===== config.mk =====
export PLATFORM = sky130hd
export DESIGN_NAME = seg7_anim_multi
export DESIGN_NICKNAME = d
export VERILOG_FILES = /design/src/rtl/seg7_anim_pkg.sv /design/src/rtl/seg7_tick_gen.sv /design/src/rtl/seg7_anim_multi.sv
export SDC_FILE = /design/constraint.sdc
export NUM_CORES = 1
export LEC_CHECK = 0
export CAP_MARGIN = 20
export CORE_MARGIN = 2
export CORE_UTILIZATION = 45
export CTS_CLUSTER_DIAMETER = 30
export DETAILED_ROUTE_END_ITERATION = 8
export GPL_TIMING_DRIVEN = 0
export PLACE_DENSITY = 0.6
export SKIP_CTS_REPAIR_TIMING = 1
export SYNTH_ARGS = -nofsm -noshare
export SYNTH_HDL_FRONTEND = slang
export SYNTH_SLANG_ARGS = --single-unit

===== constraint.sdc =====
create_clock -name clk_i -period 15.55 [get_ports clk_i]
set_input_delay 2.3325 -clock clk_i [delete_from_list [all_inputs] [get_ports clk_i]]
set_output_delay 2.3325 -clock clk_i [all_outputs]
set_load 0.05 [all_outputs]

===== src/rtl/seg7_anim_pkg.sv =====
// Shared constants for the multi-digit 7-segment animation engine.
// Mode encodings, segment bit positions and fixed sequence lengths.
package seg7_anim_pkg;

    typedef enum logic [1:0] {
        MODE_FLASH  = 2'd0,
        MODE_ROTATE = 2'd1,
        MODE_SNAKE  = 2'd2,
        MODE_FIG8   = 2'd3
    } mode_e;

    localparam int SEG_A = 0;
    localparam int SEG_B = 1;
    localparam int SEG_C = 2;
    localparam int SEG_D = 3;
    localparam int SEG_E = 4;
    localparam int SEG_F = 5;
    localparam int SEG_G = 6;

    localparam int ROT_LEN  = 6;
    localparam int FIG8_LEN = 8;

    // Figure-8 path: a, b, g, e, d, c, g, f
    function automatic int fig8_seg(input int k);
        int s;
        s = SEG_A;
        case (k)
            1:       s = SEG_B;
            2:       s = SEG_G;
            3:       s = SEG_E;
            4:       s = SEG_D;
            5:       s = SEG_C;
            6:       s = SEG_G;
            7:       s = SEG_F;
            default: s = SEG_A;
        endcase
        return s;
    endfunction

endpackage


===== src/rtl/seg7_tick_gen.sv =====
// Base-tick prescaler and 2^speed divider producing a one-cycle step strobe.
// clr_i restarts both counters; en_i=0 freezes them.
module seg7_tick_gen
    import seg7_anim_pkg::*;
#(
    parameter int TICK_DIV = 20_000_000
) (
    input  logic       clk_i,
    input  logic       rst_i,
    input  logic       en_i,
    input  logic       clr_i,
    input  logic [1:0] speed_i,
    output logic       step_o
);

    localparam int CNT_W = $clog2(TICK_DIV);

    logic [CNT_W-1:0] cnt_q, cnt_d;
    logic [2:0]       sub_q, sub_d;
    logic             tick;

    always_comb begin
        tick   = en_i && (cnt_q == CNT_W'(TICK_DIV - 1));
        cnt_d  = cnt_q;
        sub_d  = sub_q;
        step_o = 1'b0;
        if (clr_i) begin
            cnt_d = '0;
            sub_d = '0;
        end else if (tick) begin
            cnt_d = '0;
            sub_d = sub_q + 3'd1;
            // Steps only ever fire on a base tick, so speed changes cannot glitch
            unique case (speed_i)
                2'd0: step_o = 1'b1;
                2'd1: step_o = sub_q[0];
                2'd2: step_o = &sub_q[1:0];
                2'd3: step_o = &sub_q[2:0];
                default: step_o = 1'b0;
            endcase
        end else if (en_i) begin
            cnt_d = cnt_q + CNT_W'(1);
        end
    end

    always_ff @(posedge clk_i) begin
        if (rst_i) begin
            cnt_q <= '0;
            sub_q <= '0;
        end else begin
            cnt_q <= cnt_d;
            sub_q <= sub_d;
        end
    end

endmodule


===== src/rtl/seg7_anim_multi.sv =====
// N-digit 7-segment attract animation: flash, rotate, snake and figure-8.
// Define SEG7_ANIM_PWM_EN to add bright_i and a 16-level PWM gate on seg_o.
module seg7_anim_multi
    import seg7_anim_pkg::*;
#(
    parameter int NUM_DIGITS = 4,
    parameter int TICK_DIV   = 20_000_000
) (
    input  logic                    clk_i,
    input  logic                    rst_i,
    input  logic                    en_i,
    input  logic [1:0]              mode_i,
    input  logic                    dir_i,
    input  logic [1:0]              speed_i,
`ifdef SEG7_ANIM_PWM_EN
    input  logic [3:0]              bright_i,
`endif
    output logic [7*NUM_DIGITS-1:0] seg_o,
    output logic                    step_o
);

    localparam int W = 7 * NUM_DIGITS;

    function automatic logic [4:0] seq_len(input mode_e m);
        logic [4:0] l;
        unique case (m)
            MODE_FLASH:  l = 5'd2;
            MODE_ROTATE: l = 5'(ROT_LEN);
            MODE_SNAKE:  l = 5'(2 * NUM_DIGITS + 4);
            MODE_FIG8:   l = 5'(FIG8_LEN);
            default:     l = 5'd2;
        endcase
        return l;
    endfunction

    function automatic logic [W-1:0] pattern(input mode_e m,
                                             input logic [4:0] idx,
                                             input logic ph);
        logic [W-1:0] p;
        int k;
        p = '0;
        k = int'(idx);
        unique case (m)
            MODE_FLASH: p = ph ? '1 : '0;
            MODE_ROTATE: begin
                for (int d = 0; d < NUM_DIGITS; d++) p[7*d + SEG_A + k] = 1'b1;
            end
            MODE_SNAKE: begin
                // Top edge left->right, right side down, bottom right->left, left side up
                if (k < NUM_DIGITS)               p[7*k + SEG_A] = 1'b1;
                else if (k == NUM_DIGITS)         p[7*(NUM_DIGITS-1) + SEG_B] = 1'b1;
                else if (k == NUM_DIGITS + 1)     p[7*(NUM_DIGITS-1) + SEG_C] = 1'b1;
                else if (k < 2*NUM_DIGITS + 2)    p[7*(2*NUM_DIGITS+1-k) + SEG_D] = 1'b1;
                else if (k == 2*NUM_DIGITS + 2)   p[SEG_E] = 1'b1;
                else                              p[SEG_F] = 1'b1;
            end
            MODE_FIG8: begin
                for (int d = 0; d < NUM_DIGITS; d++) p[7*d + fig8_seg(k)] = 1'b1;
            end
            default: p = '0;
        endcase
        return p;
    endfunction

    mode_e        mode_q, mode_d;
    logic [4:0]   idx_q, idx_d;
    logic         phase_q, phase_d;
    logic         started_q, started_d;
    logic [W-1:0] seg_q, seg_d;
    logic         step_q, step_d;
    logic         mode_chg;
    logic         tick_step;
    logic [4:0]   len;

    assign mode_chg = (mode_i != mode_q);

    seg7_tick_gen #(
        .TICK_DIV (TICK_DIV)
    ) u_tick (
        .clk_i   (clk_i),
        .rst_i   (rst_i),
        .en_i    (en_i),
        .clr_i   (mode_chg),
        .speed_i (speed_i),
        .step_o  (tick_step)
    );

    always_comb begin
        len       = seq_len(mode_q);
        mode_d    = mode_q;
        idx_d     = idx_q;
        phase_d   = phase_q;
        started_d = started_q;
        seg_d     = seg_q;
        step_d    = 1'b0;
        if (mode_chg) begin
            mode_d    = mode_e'(mode_i);
            idx_d     = '0;
            phase_d   = 1'b0;
            started_d = 1'b0;
            seg_d     = '0;
        end else if (tick_step) begin
            step_d = 1'b1;
            if (!started_q) begin
                started_d = 1'b1;
                idx_d     = '0;
                phase_d   = 1'b1;
            end else if (mode_q == MODE_FLASH) begin
                phase_d = ~phase_q;
            end else if (!dir_i) begin
                idx_d = (idx_q == len - 5'd1) ? 5'd0 : idx_q + 5'd1;
            end else begin
                idx_d = (idx_q == 5'd0) ? len - 5'd1 : idx_q - 5'd1;
            end
            seg_d = pattern(mode_q, idx_d, phase_d);
        end
    end

    always_ff @(posedge clk_i) begin
        if (rst_i) begin
            mode_q    <= mode_e'(mode_i);
            idx_q     <= '0;
            phase_q   <= 1'b0;
            started_q <= 1'b0;
            seg_q     <= '0;
            step_q    <= 1'b0;
        end else begin
            mode_q    <= mode_d;
            idx_q     <= idx_d;
            phase_q   <= phase_d;
            started_q <= started_d;
            seg_q     <= seg_d;
            step_q    <= step_d;
        end
    end

    assign step_o = step_q;

`ifdef SEG7_ANIM_PWM_EN
    logic [3:0] pwm_q, pwm_d;

    // Free-running so brightness stays steady while the animation is frozen
    assign pwm_d = pwm_q + 4'd1;

    always_ff @(posedge clk_i) begin
        if (rst_i) pwm_q <= '0;
        else       pwm_q <= pwm_d;
    end

    assign seg_o = (pwm_q < bright_i) ? seg_q : '0;
`else
    assign seg_o = seg_q;
`endif

endmodule

## Word-level counts from Yosys, hierarchy flattened

Cells that the tools add are included.
Widths: inputs -> output; s select.

- Register bits after elaboration: 66
- Output and inout bits: 29

- Reductions and logical operators: 20
- Add/subtract/negate cells: 13
- Multipliers: 2
- Bitwise gates (word level): 7
- Equality and inequality tests: 19
- Mux-type cells: 56
- Order comparisons: 22

Operators by type and width:

| kind | number |
|---|---|
| $or 28x28->28 | 6 |
| $ge 32x1->1 const B | 4 |
| $lt 32x7->1 const B | 4 |
| $pmux 28 s4 | 1 |
| $mux 32 | 3 |
| $mux 28 | 2 |
| $demux 1 s5 | 10 |
| $mux 22 | 2 |
| $mux 5 | 8 |
| $add 4x32->32 const A | 1 |
| $add 5x32->32 const A | 1 |
| $add 6x32->32 const A | 1 |
| $add 25x1->25 const B | 1 |
| $eq 25x25->1 const B | 1 |
| $mux 23 | 1 |
| $mux 1 | 21 |
| $eq 5x3->1 const B | 4 |
| $pmux 5 s4 | 1 |
| $ge 6x1->1 const B | 3 |
| $lt 6x6->1 const B | 3 |
| $pmux 3 s6 | 1 |
| $add 10x3->11 const B | 1 |
| $ge 11x1->1 const B | 1 |
| $logic_and 1x1->1 | 11 |
| 35 further kinds | 47 |

## Logic depth before layout (Yosys ltp)

Gate-level depths: netlist (run 1).

- Depth in word-level cells: 25
- Depth in mapped cells: 27
- Gate-level depth less buffers: 24

## Cells and area by module

From an unflattened synthesis (run 1), not the netlist that was laid out.

- Cell total of the unflattened synthesis: 957
- Area total of the unflattened synthesis: 7110.6 µm²

Modules (own cells, without submodules):

| module | cells an instance | instances | area an instance (µm²) |
|---|---|---|---|
| seg7_anim_multi | 792 | 1 | 5670.4 |
| seg7_tick_gen | 165 | 1 | 1440.1 |

## Worst setup path before layout (run 1)

No wires, ideal clock.

- Kind: input port to flip-flop
- Start: input dir_i
- End: register seg_q[22], in the netlist seg_o[22]
- Data arrival time: 7240 ps
- Cell stages on the path: 23
- Setup time: 128 ps
- Slack: 8182 ps
- Cell sequence: buf_2 > nor2b_1 > nand3_1 > a31oi_2 > nor2_1 > ha_1 > buf_1 > inv_1 > o32ai_1 > xnor2_1 > fa_1 > ha_1 > clkbuf_1 > nor2b_1 > and2_1 > o21a_1 > o31a_1 > a21o_1 > a31o_2 > and2_1 > buf_6 > a41oi_2 > o32ai_1

- Word-level cells in the longest chain between the ends: 20
- Elaborated cells on any way between the ends: 92

Ends and longest elaborated chain:

| what | line | text |
|---|---|---|
| from (decl) | seg7_anim_multi.sv:13 | `input logic dir_i,` |
| $mux 5 * | seg7_anim_multi.sv:110 | `end else if (!dir_i) begin` |
| $mux 5 * | seg7_anim_multi.sv:108 | `end else if (mode_q == MODE_FLASH) begin` |
| $mux 5 * | seg7_anim_multi.sv:104 | `if (!started_q) begin` |
| $mux 5 * | seg7_anim_multi.sv:102 | `end else if (tick_step) begin` |
| $mux 5 * | seg7_anim_multi.sv:96 | `if (mode_chg) begin` |
| parallel branches: the longest is 14 deep, another holds $add 10x3->11 | n/a |  |
| $pmux 28 s4 * | seg7_anim_multi.sv:43 | `unique case (m)` |
| to (signal assigned) | seg7_anim_multi.sv:132 | `seg_q <= seg_d;` |
| to (decl) | seg7_anim_multi.sv:69 | `logic [W-1:0] seg_q, seg_d;` |

Mark *: on every way between the ends. The select of a mux whose other input is x is not followed.
A chain may end at the register's enable or synchronous reset.

## Final worst setup path (run 1)

- Start: input dir_i
- End: register seg_q[17], in the netlist seg_o[17]

- Word-level cells in the longest chain between the ends: 20
- Elaborated cells on any way between the ends: 92

Ends and longest elaborated chain:

| what | line |
|---|---|
| $mux 5 * | seg7_anim_multi.sv:110 |
| $mux 5 * | seg7_anim_multi.sv:108 |
| $mux 5 * | seg7_anim_multi.sv:104 |
| $mux 5 * | seg7_anim_multi.sv:102 |
| $mux 5 * | seg7_anim_multi.sv:96 |
| parallel branches: the longest is 14 deep, another holds $add 10x3->11 | n/a |
| $pmux 28 s4 * | seg7_anim_multi.sv:43 |

Marked as above.

==> results of run 1 <==
## cell families after synthesis
logic type	after synthesis	synth area share, %
flip-flops	66	19.0
buffers and inverters	104	6.21
AO/OA/AOI/OAI	274	27.5
multiplexers	13	1.93
XOR/XNOR	47	5.94
adder cells (fa/ha/maj)	55	10.6
AND/OR/NAND/NOR	390	28.8
## metrics by stage
| stage | setup slack, ps | total power (W) | cells | utilization (%) |
|---|---|---|---|---|
| after global routing | 6740 | 0.000436 | 1212 | 52.4 |
| after floorplan | 8180 | 0.000197 | 949 | - |
| after detailed placement | 6440 | 0.000209 | 1195 | 50.3 |
| final | 7090 | 0.000423 | 1212 | 52.4 |
| after CTS | 6780 | 0.000426 | 1211 | 52.3 |
| after global placement | 6460 | 0.000209 | 1195 | 50.3 |
## synth_stat cells, types with 4 or more instances
library cell,instances,share of area (%)
fa_1,8,2.3
nor3_1,29,2.1
a22oi_1,6,0.64
buf_2,11,0.78
o211ai_1,5,0.53
xnor2_1,21,2.6
ha_1,47,8.3
o311ai_0,7,0.87
a32oi_1,8,0.99
inv_2,4,0.21
a22o_1,4,0.50
o21a_1,4,0.43
and3_1,23,2.0
dfxtp_1,64,18
o32ai_1,5,0.62
clkbuf_1,49,2.6
o31ai_1,5,0.53
nor4_1,11,0.98
and2_1,12,1.1
or2_2,6,0.53
nand3_1,50,3.5
o21ai_0,52,3.7
o2111ai_1,5,0.62
inv_1,32,1.7
nor2b_1,10,0.89
nand4_1,39,3.5
or3_1,10,0.89
a211oi_1,13,1.4
a32o_1,6,0.85
a41oi_1,4,0.50
nand2b_1,10,0.89
xor2_1,25,3.1
a2111oi_0,7,0.87
a31o_2,4,0.50
mux2i_1,11,1.6
nor2_1,98,5.2
a21oi_1,67,4.8
a31oi_1,19,1.7
nand2_1,65,3.5
## final timing paths
kind / from / endpoint / slack, ps
worst max-delay path: dir_i / seg_o[17] / 7090
worst min register to register: u_tick.sub_q[2] / u_tick.sub_q[2] / 500
worst min-delay path: u_tick.sub_q[2] / u_tick.sub_q[2] / 500
worst max register to register: mode_q[0] / seg_o[17] / 8460
## layer usage
| layer | wire (um) | vias to the layer above | share of wire, % | GRT usage (%) |
|---|---|---|---|---|
| li1 | - | 3648 | - | - |
| met1 | 11500 | 3687 | 42 | 43.7 |
| met2 | 11800 | 483 | 43 | 51.8 |
| met3 | 2490 | 113 | 9.0 | 6.03 |
| met4 | 1740 | 0 | 6.3 | 18.8 |
| met5 | 0 | - | 0 | 0 |
## sequential cells by signal (all words and copies together) (netlist names)
signal        flops
seg_o            28
u_tick.cnt_q     25
idx_q             5
u_tick.sub_q      3
mode_q            2
phase_q           1
started_q         1
step_o            1
## worst max-delay path: cells and delay by family
family          cells  cell delay (ps)
compound gates      7             1990
simple gates        6             1460
fa+ha+maj           3             1030
buf+inv             7             1860
## cells in the final DEF, fill, tap and decap left out, types with 11 or more instances in the layout
cell / n
and3_1: 23
nand2_1: 65
clkbuf_1: 50
mux2i_1: 11
nand4_1: 39
nor3_1: 29
buf_2: 11
dfxtp_1: 64
o21ai_0: 52
nor2_1: 98
and2_1: 12
a211oi_1: 13
a21oi_1: 67
inv_1: 32
a31oi_1: 19
ha_1: 47
nand3_1: 50
clkdlybuf4s50_1: 35
nor4_1: 11
xor2_1: 25
xnor2_1: 21
## layout make-up
type                       instances  area share [%]
buffer                            68            3.79
clock buffer                      11            3.18
clock inverter                     5           0.751
inverter                          36            1.69
multi-input combinational        779            66.0
sequential                        66            16.8
tap                              211            3.30
timing repair buffer              36            4.48
## power groups by stage
stage               sequential [W]  combinational, W  clock, W
detailed placement        0.000175         0.0000337         0
finish                    0.000172         0.0000347  0.000217
CTS                       0.000172         0.0000339  0.000221
global placement          0.000175         0.0000342         0
global route              0.000172         0.0000374  0.000227
floorplan                 0.000175         0.0000220         0
==> out/metrics.yaml, run 1 <==
power_and_ir_drop:
  p_clk_share_pct: 51.3
  p_seq_share_pct: 40.5
  p_sw_w: 0.000108
  powerDensity_nw_per_um2: 52.9
  switching_share_pct: 25.6
  p_leak_nw: 2.88
  internal-power_w: 0.000315
  p_comb_share_pct: 8.2
  peakVddDrop_mv: 0.0804
worst_hold_path:
  hold_class: "flop to flop"
  min_path_cells: 2
global_routing:
  grt_usage_pct: 33.4
  antenna_found_initial: 0
  grt_pass1_wl_mm: 42.6
  first_global_vias: 7402
  overflow: 0
  grt_max_degree: 19
timing:
  tightest_slew_ps: 1050
  holdWs_ps: 503
  rsz0062_at_grt: "false"
  fmax_mhz: 118
  skew_ps: 16.2
  final_hold_viol_count: 0
  fin_setup_tns_ps: 0
  relSlewSlack_pct: 29.8
  finalMaxSlewViolations: 0
  setup_viol: 0
  period_needed_ps: 8460
  fin_crit_sh_pct: 54.4
setup_path:
  start_kind: "primary input"
  max_stage_delay_ps: 760
  cp_cell_sequence: "clkdlybuf4s50_1 -> buf_2 -> nor3b_1 -> o311a_1 -> nor2_1 -> inv_1 -> ha_1 -> clkbuf_1 -> inv_1 -> fa_1 -> inv_1 -> ha_1 -> clkbuf_1 -> a21oi_1 -> nor2b_1 -> and2_1 -> o21a_1 -> o31a_1 -> a21o_1 -> a31o_2 -> and3_4 -> a2111oi_2 -> nor2_1"
  timing.critical_path.to_type: "flop"
  cp.required_ps: 15770
  critPathKind: "primary input to flop"
  r2r_cells: 24
  critPathArrivalTime_ps: 8670
  crit_path_max_fanout: 10
  worst_path_max_delay_cell: "nor2_1"
  path_common_cell: "inv_1"
yosys:
  async_reset_ff_share_pct: 0
  synth_cells: 949
  synth_seq_cells: 66
  yosysWarnings: 0
  syn-cell-area_um2: 7060
  synthFlopType: "dfxtp_1"
  synth-edff-count: 2
  avgSynthCellArea_um2: 7.44
  seq_area_frac_synth_pct: 19.0
  synth_fp_nets: 1012
  netlist-cell-type-count: 94
clocking:
  clock_latency_ps: 350
  cts.sinks: 66
  cts_tree: "yes"
  clk_pin_slew_ps: 60
  clk_root_buffer_cell: "clkbuf_16"
  cts_inserted_buffers: 9
  cts.htree.levels: 3
  clockBufferDepth: 2
floorplan:
  row_count: 45
  die_w_um: 129
  ios: 37
  die_area_um2: 16700
  core_area_um2: 15300
  die_h_um: 129
  initial_utilization_pct: 46.2
route:
  via_per_inst: 6.54
  drc: 0
  via_count: 7931
  antenna_left: 0
  drt-pass1-iter-count: 8
  wl_mm: 27.6
  wire_per_inst_um: 22.8
  drt_iter0_drc: 812
finish:
  seqCellArea_um2: 1340
  area_growth_pct: 13.3
  multi_input_area_um2: 5280
  fin_area_um2: 7990
  antenna_cells: 0
  nFillCells: 1559
  drive_above_1_share_pct: 7.59
  nets: 1059
placed_design:
  place_area_um2: 7670
  numPortBuffers: 35
  dp_hpwl_mm: 20.9
  finalWeightedCongestion: 1.08
run:
  drv_cap: 0
status:
  status: "complete, no violations"
No activity file was read; power rests on OpenSTA's default activity.
==> run 2: changes to the inputs <==
- PLACE_DENSITY: 0.6 -> 0.62
- clock period: 15.55 -> 7.1 ns (I/O delays scaled with it)
==> out/metrics.yaml, run 2 (same netlist as run 1, synthesis figures left out) <==
run:
  drv_cap: 0  # unchanged
route:
  drt_iter0_drc: 1168  # +44%
  wl_mm: 27.3  # -0.98%
  drc: 0  # unchanged
  via_per_inst: 6.61  # +1.1%
  via_count: 8002  # +0.90%
  drt-pass1-iter-count: 6  # -2
  antenna_left: 0  # unchanged
  wire_per_inst_um: 22.6  # -0.82%
floorplan:
  row_count: 45  # unchanged
  die_w_um: 129  # unchanged
  ios: 37  # unchanged
  core_area_um2: 15300  # unchanged
  die_area_um2: 16700  # unchanged
  die_h_um: 129  # unchanged
  initial_utilization_pct: 46.2  # unchanged
timing:
  period_needed_ps: 6790
  rsz0062_at_grt: "false"
  tightest_slew_ps: 1070  # +22.0 ps
  fmax_mhz: 147
  fin_setup_tns_ps: 0  # unchanged
  setup_viol: 0  # unchanged
  skew_ps: 8.97  # -7.25 ps
  final_hold_viol_count: 0  # unchanged
  holdWs_ps: 498  # -4.97 ps
  finalMaxSlewViolations: 0  # unchanged
  relSlewSlack_pct: 28.2  # -1.6 points
  fin_crit_sh_pct: 95.6
global_routing:
  antenna_found_initial: 0  # unchanged
  overflow: 0  # unchanged
  grt_usage_pct: 33.0  # -0.34 points
  grt_max_degree: 19  # unchanged
  grt_pass1_wl_mm: 42.4  # -0.47%
  first_global_vias: 7357  # -0.61%
setup_path:
  crit_start: "dir_i"
  r2r_slack_ps: 390  # -8070 ps
  timing.rr.start: "mode_q[0]"
  rr_endpoint: "seg_o[17]"
  start_kind: "primary input"
  critPathKind: "primary input to flop"
  critPathArrivalTime_ps: 7000  # -1670 ps
  timing.critical_path.to_type: "flop"
  cp.required_ps: 7310  # -8460 ps
  crit_path_max_fanout: 10  # unchanged
  r2r_cells: 24  # unchanged
worst_hold_path:
  min_path_cells: 2  # unchanged
  worstHoldEndpoint: "u_tick.cnt_q[11]"
  hold_class: "flop to flop"
  min_from: "u_tick.cnt_q[11]"
clocking:
  clock_latency_ps: 340  # about the same
  cts_tree: "yes"
  clockBufferDepth: 2  # unchanged
  cts.htree.levels: 3  # unchanged
  clk_root_buffer_cell: "clkbuf_16"
  cts_inserted_buffers: 9  # unchanged
  clk_pin_slew_ps: 60  # about the same
  cts.sinks: 66  # unchanged
finish:
  nFillCells: 1532  # -1.7%
  mostFrequentLayoutCell: "nor2_1"
  antenna_cells: 0  # unchanged
  nets: 1057  # -0.19%
  drive_above_1_share_pct: 8.11  # +0.52 points
  largest_register_ffs: 28  # unchanged
  final_cell_mix: "96 x nor2_1, 67 x a21oi_1, 65 x nand2_1, 64 x dfxtp_1, 52 x o21ai_0"
  area_growth_pct: 13.5
status:
  status: "complete, no violations"
power_and_ir_drop:
  peakVddDrop_mv: 0.135  # +68%
  p_leak_nw: 2.88  # +0.21%
  powerDensity_nw_per_um2: 116  # +120%
  total_power_w: 0.000930  # +120%
placed_design:
  numPortBuffers: 35  # unchanged
  dp_hpwl_mm: 20.8  # -0.19%
  finalWeightedCongestion: 1.06  # -1.7%
run 2: cell types whose count changed in the layout (fill, tap and decap cells not counted), sizes merged:
cell and delta:
buf -2, clkbuf -1, clkinv +1, clkinvlp -1, inv +1
run 2: worst max-delay path by stage:
stage	slack [ps]	cells after the start	to
finish	310	24	seg_o[17]
CTS	-310	24	seg_o[17]
global placement	-600	23	seg_o[17]
detailed placement	-610	24	seg_o[17]
floorplan	1000	23	seg_o[22]
global route	10	24	seg_o[22]
run 2: metal layers:
metal  up-vias  track usage [%]  wire length (um)
met4         0             16.6              1490
met2       490             49.6             11600
met3       119             5.95              2770
li1       3652                -                 -
met5         -                0                 0
met1      3741             45.5             11400
run 2: area by class of cell:
type | instances | area, um2 | share of cell area [%]
flip-flops and latches | 66 | 1340 | 16.7
repair buffers | 35 | 350 | 4.37
multi-input cells | 779 | 5300 | 66.2
inverters | 36 | 135 | 1.69
well taps | 211 | 264 | 3.30
plain buffers | 67 | 299 | 3.73
clock inverters | 6 | 70.1 | 0.875
clock buffers | 10 | 250 | 3.12
run 2: where the power goes:
group	total, W	internal, W	switching, W	leakage [nW]
logic	0.0000750	0.0000210	0.0000540	2.19
registers	0.000376	0.000374	0.00000189	0.536
clock network	0.000480	0.000296	0.000183	0.159
total	0.000930	0.000691	0.000239	2.88
run 2: critical path: stages:
cell and delay [ps]:
clkdlybuf4s50_1 430, buf_2 190, nor2b_1 210, nand3_1 110, a21oi_1 290, nor2_2 190, inv_1 250, ha_1 360
clkbuf_1 500, inv_1 180, fa_1 560, inv_1 40, ha_1 270, clkbuf_1 190, a21oi_1 260, nor2b_1 110
and2_1 170, o21a_1 180, o31a_1 270, a21o_1 170, a31o_2 310, and3_4 200, a2111oi_2 420, nor2_1 70
run 2: through the flow:
step	instance area [um2]	std cells	utilization (%)	setup WS [ps]
after floorplan	7060	949	-	1000
after global placement	7670	1195	50.3	-598
after detailed placement	7670	1195	50.3	-613
after CTS	7990	1211	52.4	-305
after global routing	8010	1210	52.5	14.5
final	8010	1210	52.5	311
==> run 3: changes to the inputs <==
- DONT_BUFFER_PORTS: default -> 1
- PLACE_DENSITY: 0.62 -> 0.59
==> out/metrics.yaml, run 3 (same netlist as run 1, synthesis figures left out) <==
setup_path:
  crit_start: "mode_q[0]"
  crit_path_max_fanout: 10  # unchanged
  timing.critical_path.to_type: "flop"
  rr_endpoint: "seg_o[17]"
  r2r_slack_ps: 590  # +200 ps
  timing.rr.start: "mode_q[0]"
  start_kind: "flop"
  critPathArrivalTime_ps: 6730  # -270 ps
  r2r_cells: 24  # unchanged
  cp.required_ps: 7320  # about the same
  worstSetupEndpoint: "seg_o[17]"
  critPathKind: "flop to flop"
placed_design:
  dp_hpwl_mm: 20.6  # -0.96%
  place_area_um2: 7320  # -4.6%
  numPortBuffers: 0  # -100%
  finalWeightedCongestion: 1.08  # +2.0%
clocking:
  cts.sinks: 66  # unchanged
  clk_pin_slew_ps: 60  # about the same
  cts.htree.levels: 3  # unchanged
  clk_root_buffer_cell: "clkbuf_16"
  clock_latency_ps: 350  # about the same
  clockBufferDepth: 2  # unchanged
  cts_tree: "yes"
  cts_inserted_buffers: 9  # unchanged
route:
  drt-pass1-iter-count: 6  # unchanged
  via_per_inst: 6.68  # +0.97%
  wl_mm: 27.6  # +0.96%
  via_count: 7879  # -1.5%
  drc: 0  # unchanged
  wire_per_inst_um: 23.4  # +3.5%
  antenna_left: 0  # unchanged
  drt_iter0_drc: 986  # -16%
finish:
  nets: 1027  # -2.8%
  multi_input_area_um2: 5290  # -0.17%
  largest_register_ffs: 28  # unchanged
  final_cell_mix: "96 x nor2_1, 67 x a21oi_1, 65 x nand2_1, 64 x dfxtp_1, 52 x o21ai_0"
  antenna_cells: 0  # unchanged
  fin_area_um2: 7690  # -4.0%
  seqCellArea_um2: 1340  # unchanged
  mostFrequentLayoutCell: "nor2_1"
  area_growth_pct: 8.94
  nFillCells: 1568  # +2.3%
  drive_above_1_share_pct: 8.67  # +0.56 points
global_routing:
  antenna_found_initial: 0  # unchanged
  overflow: 0  # unchanged
  grt_max_degree: 19  # unchanged
  grt_usage_pct: 33.1  # +0.079 points
  grt_pass1_wl_mm: 42.7  # +0.70%
  first_global_vias: 7322  # -0.48%
floorplan:
  die_h_um: 129  # unchanged
  initial_utilization_pct: 46.2  # unchanged
  core_area_um2: 15300  # unchanged
  die_w_um: 129  # unchanged
  row_count: 45  # unchanged
  die_area_um2: 16700  # unchanged
  ios: 37  # unchanged
timing:
  final_hold_viol_count: 0  # unchanged
  rsz0062_at_grt: "false"
  tightest_slew_ps: 1090  # +24.0 ps
  finalMaxSlewViolations: 0  # unchanged
  setup_viol: 0  # unchanged
  relSlewSlack_pct: 26.6  # -1.6 points
  skew_ps: 7.42  # -1.54 ps
  fin_setup_tns_ps: 0  # unchanged
  fmax_mhz: 154  # +4.3%
  fin_crit_sh_pct: 91.7  # -4.0 points
  period_needed_ps: 6510  # -282 ps
power_and_ir_drop:
  total_power_w: 0.000933  # +0.28%
  peakVddDrop_mv: 0.143  # +5.9%
  p_leak_nw: 2.78  # -3.5%
  powerDensity_nw_per_um2: 121  # +4.5%
run:
  drv_cap: 0  # unchanged
status:
  status: "complete, no violations"
worst_hold_path:
  hold_class: "flop to flop"
run 3: cell types whose count changed in the layout (fill, tap and decap cells not counted):
cell and delta:
bufinv_16 +1, clkbuf_16 -1, inv_6 -1, clkinv_4 -1, nor4b_1 +1, clkbuf_2 +1, clkinvlp_4 +1, buf_4 +5
clkdlybuf4s50_1 -35, nor2b_2 -1, nor2b_1 +1, nor4b_2 -1
run 3: stage by stage:
stage | hold WS (ps) | cells | setup WS [ps] | util (%)
3_5_place_dp | 500 | 1160 | -155 | 48.0
3_3_place_gp | 485 | 1160 | -165 | 48.0
6_report | 502 | 1180 | 593 | 50.4
2_1_floorplan | 462 | 949 | 1000 | -
4_1_cts | 511 | 1176 | -194 | 50.1
5_1_grt | 535 | 1180 | 84.0 | 50.4
run 3: how the worst min path moves through the flow:
stage               slack (ps)              from  depth (start not counted)          endpoint
finish                     500   u_tick.sub_q[1]                          2   u_tick.sub_q[1]
CTS                        510  u_tick.cnt_q[11]                          2  u_tick.cnt_q[11]
global placement           480   u_tick.sub_q[1]                          2   u_tick.sub_q[1]
detailed placement         500   u_tick.sub_q[1]                          2   u_tick.sub_q[1]
floorplan                  460  u_tick.cnt_q[11]                          2  u_tick.cnt_q[11]
global route               530  u_tick.cnt_q[24]                          2  u_tick.cnt_q[24]
run 3: power breakdown:
group          total (W)  internal [W]  switching, W
clock network   0.000482      0.000308      0.000173
logic          0.0000751     0.0000199     0.0000551
registers       0.000376      0.000374    0.00000201
run 3: cell type report:
class                           instances  share of cell area [%]
Buffer                                 67                    3.91
Clock inverter                          6                    1.17
Multi-Input combinational cell        779                    68.8
Sequential cell                        66                    17.4
Tap cell                              211                    3.43
Clock buffer                           10                    2.98
Inverter                               36                    1.76
Timing Repair Buffer                    5                   0.488
run 3: layer usage:
metal | vias to the layer above | global-route usage [%] | share of wire (%) | wire length (um)
li1 | 3591 | - | - | -
met1 | 3660 | 44.1 | 41 | 11400
met2 | 503 | 49.4 | 42 | 11700
met3 | 125 | 8.79 | 10 | 2840
met4 | 0 | 16.7 | 5.8 | 1600
met5 | - | 0 | 0 | 0
run 3: critical path, cell delays in order (launching register included):
cell and delay, ps:
edfxtp_1 450, inv_1 120, ha_1 290, clkbuf_1 250, buf_2 260, o311a_1 430, nor2_2 500, inv_1 260
ha_1 350, clkbuf_2 270, inv_1 160, fa_1 390, inv_1 60, ha_1 210, clkbuf_1 180, a21oi_1 230
nor2b_1 110, and2_1 170, o21a_1 180, o31a_1 270, a21o_1 170, a31o_2 300, and3_4 200, a2111oi_2 480
nor2_1 70
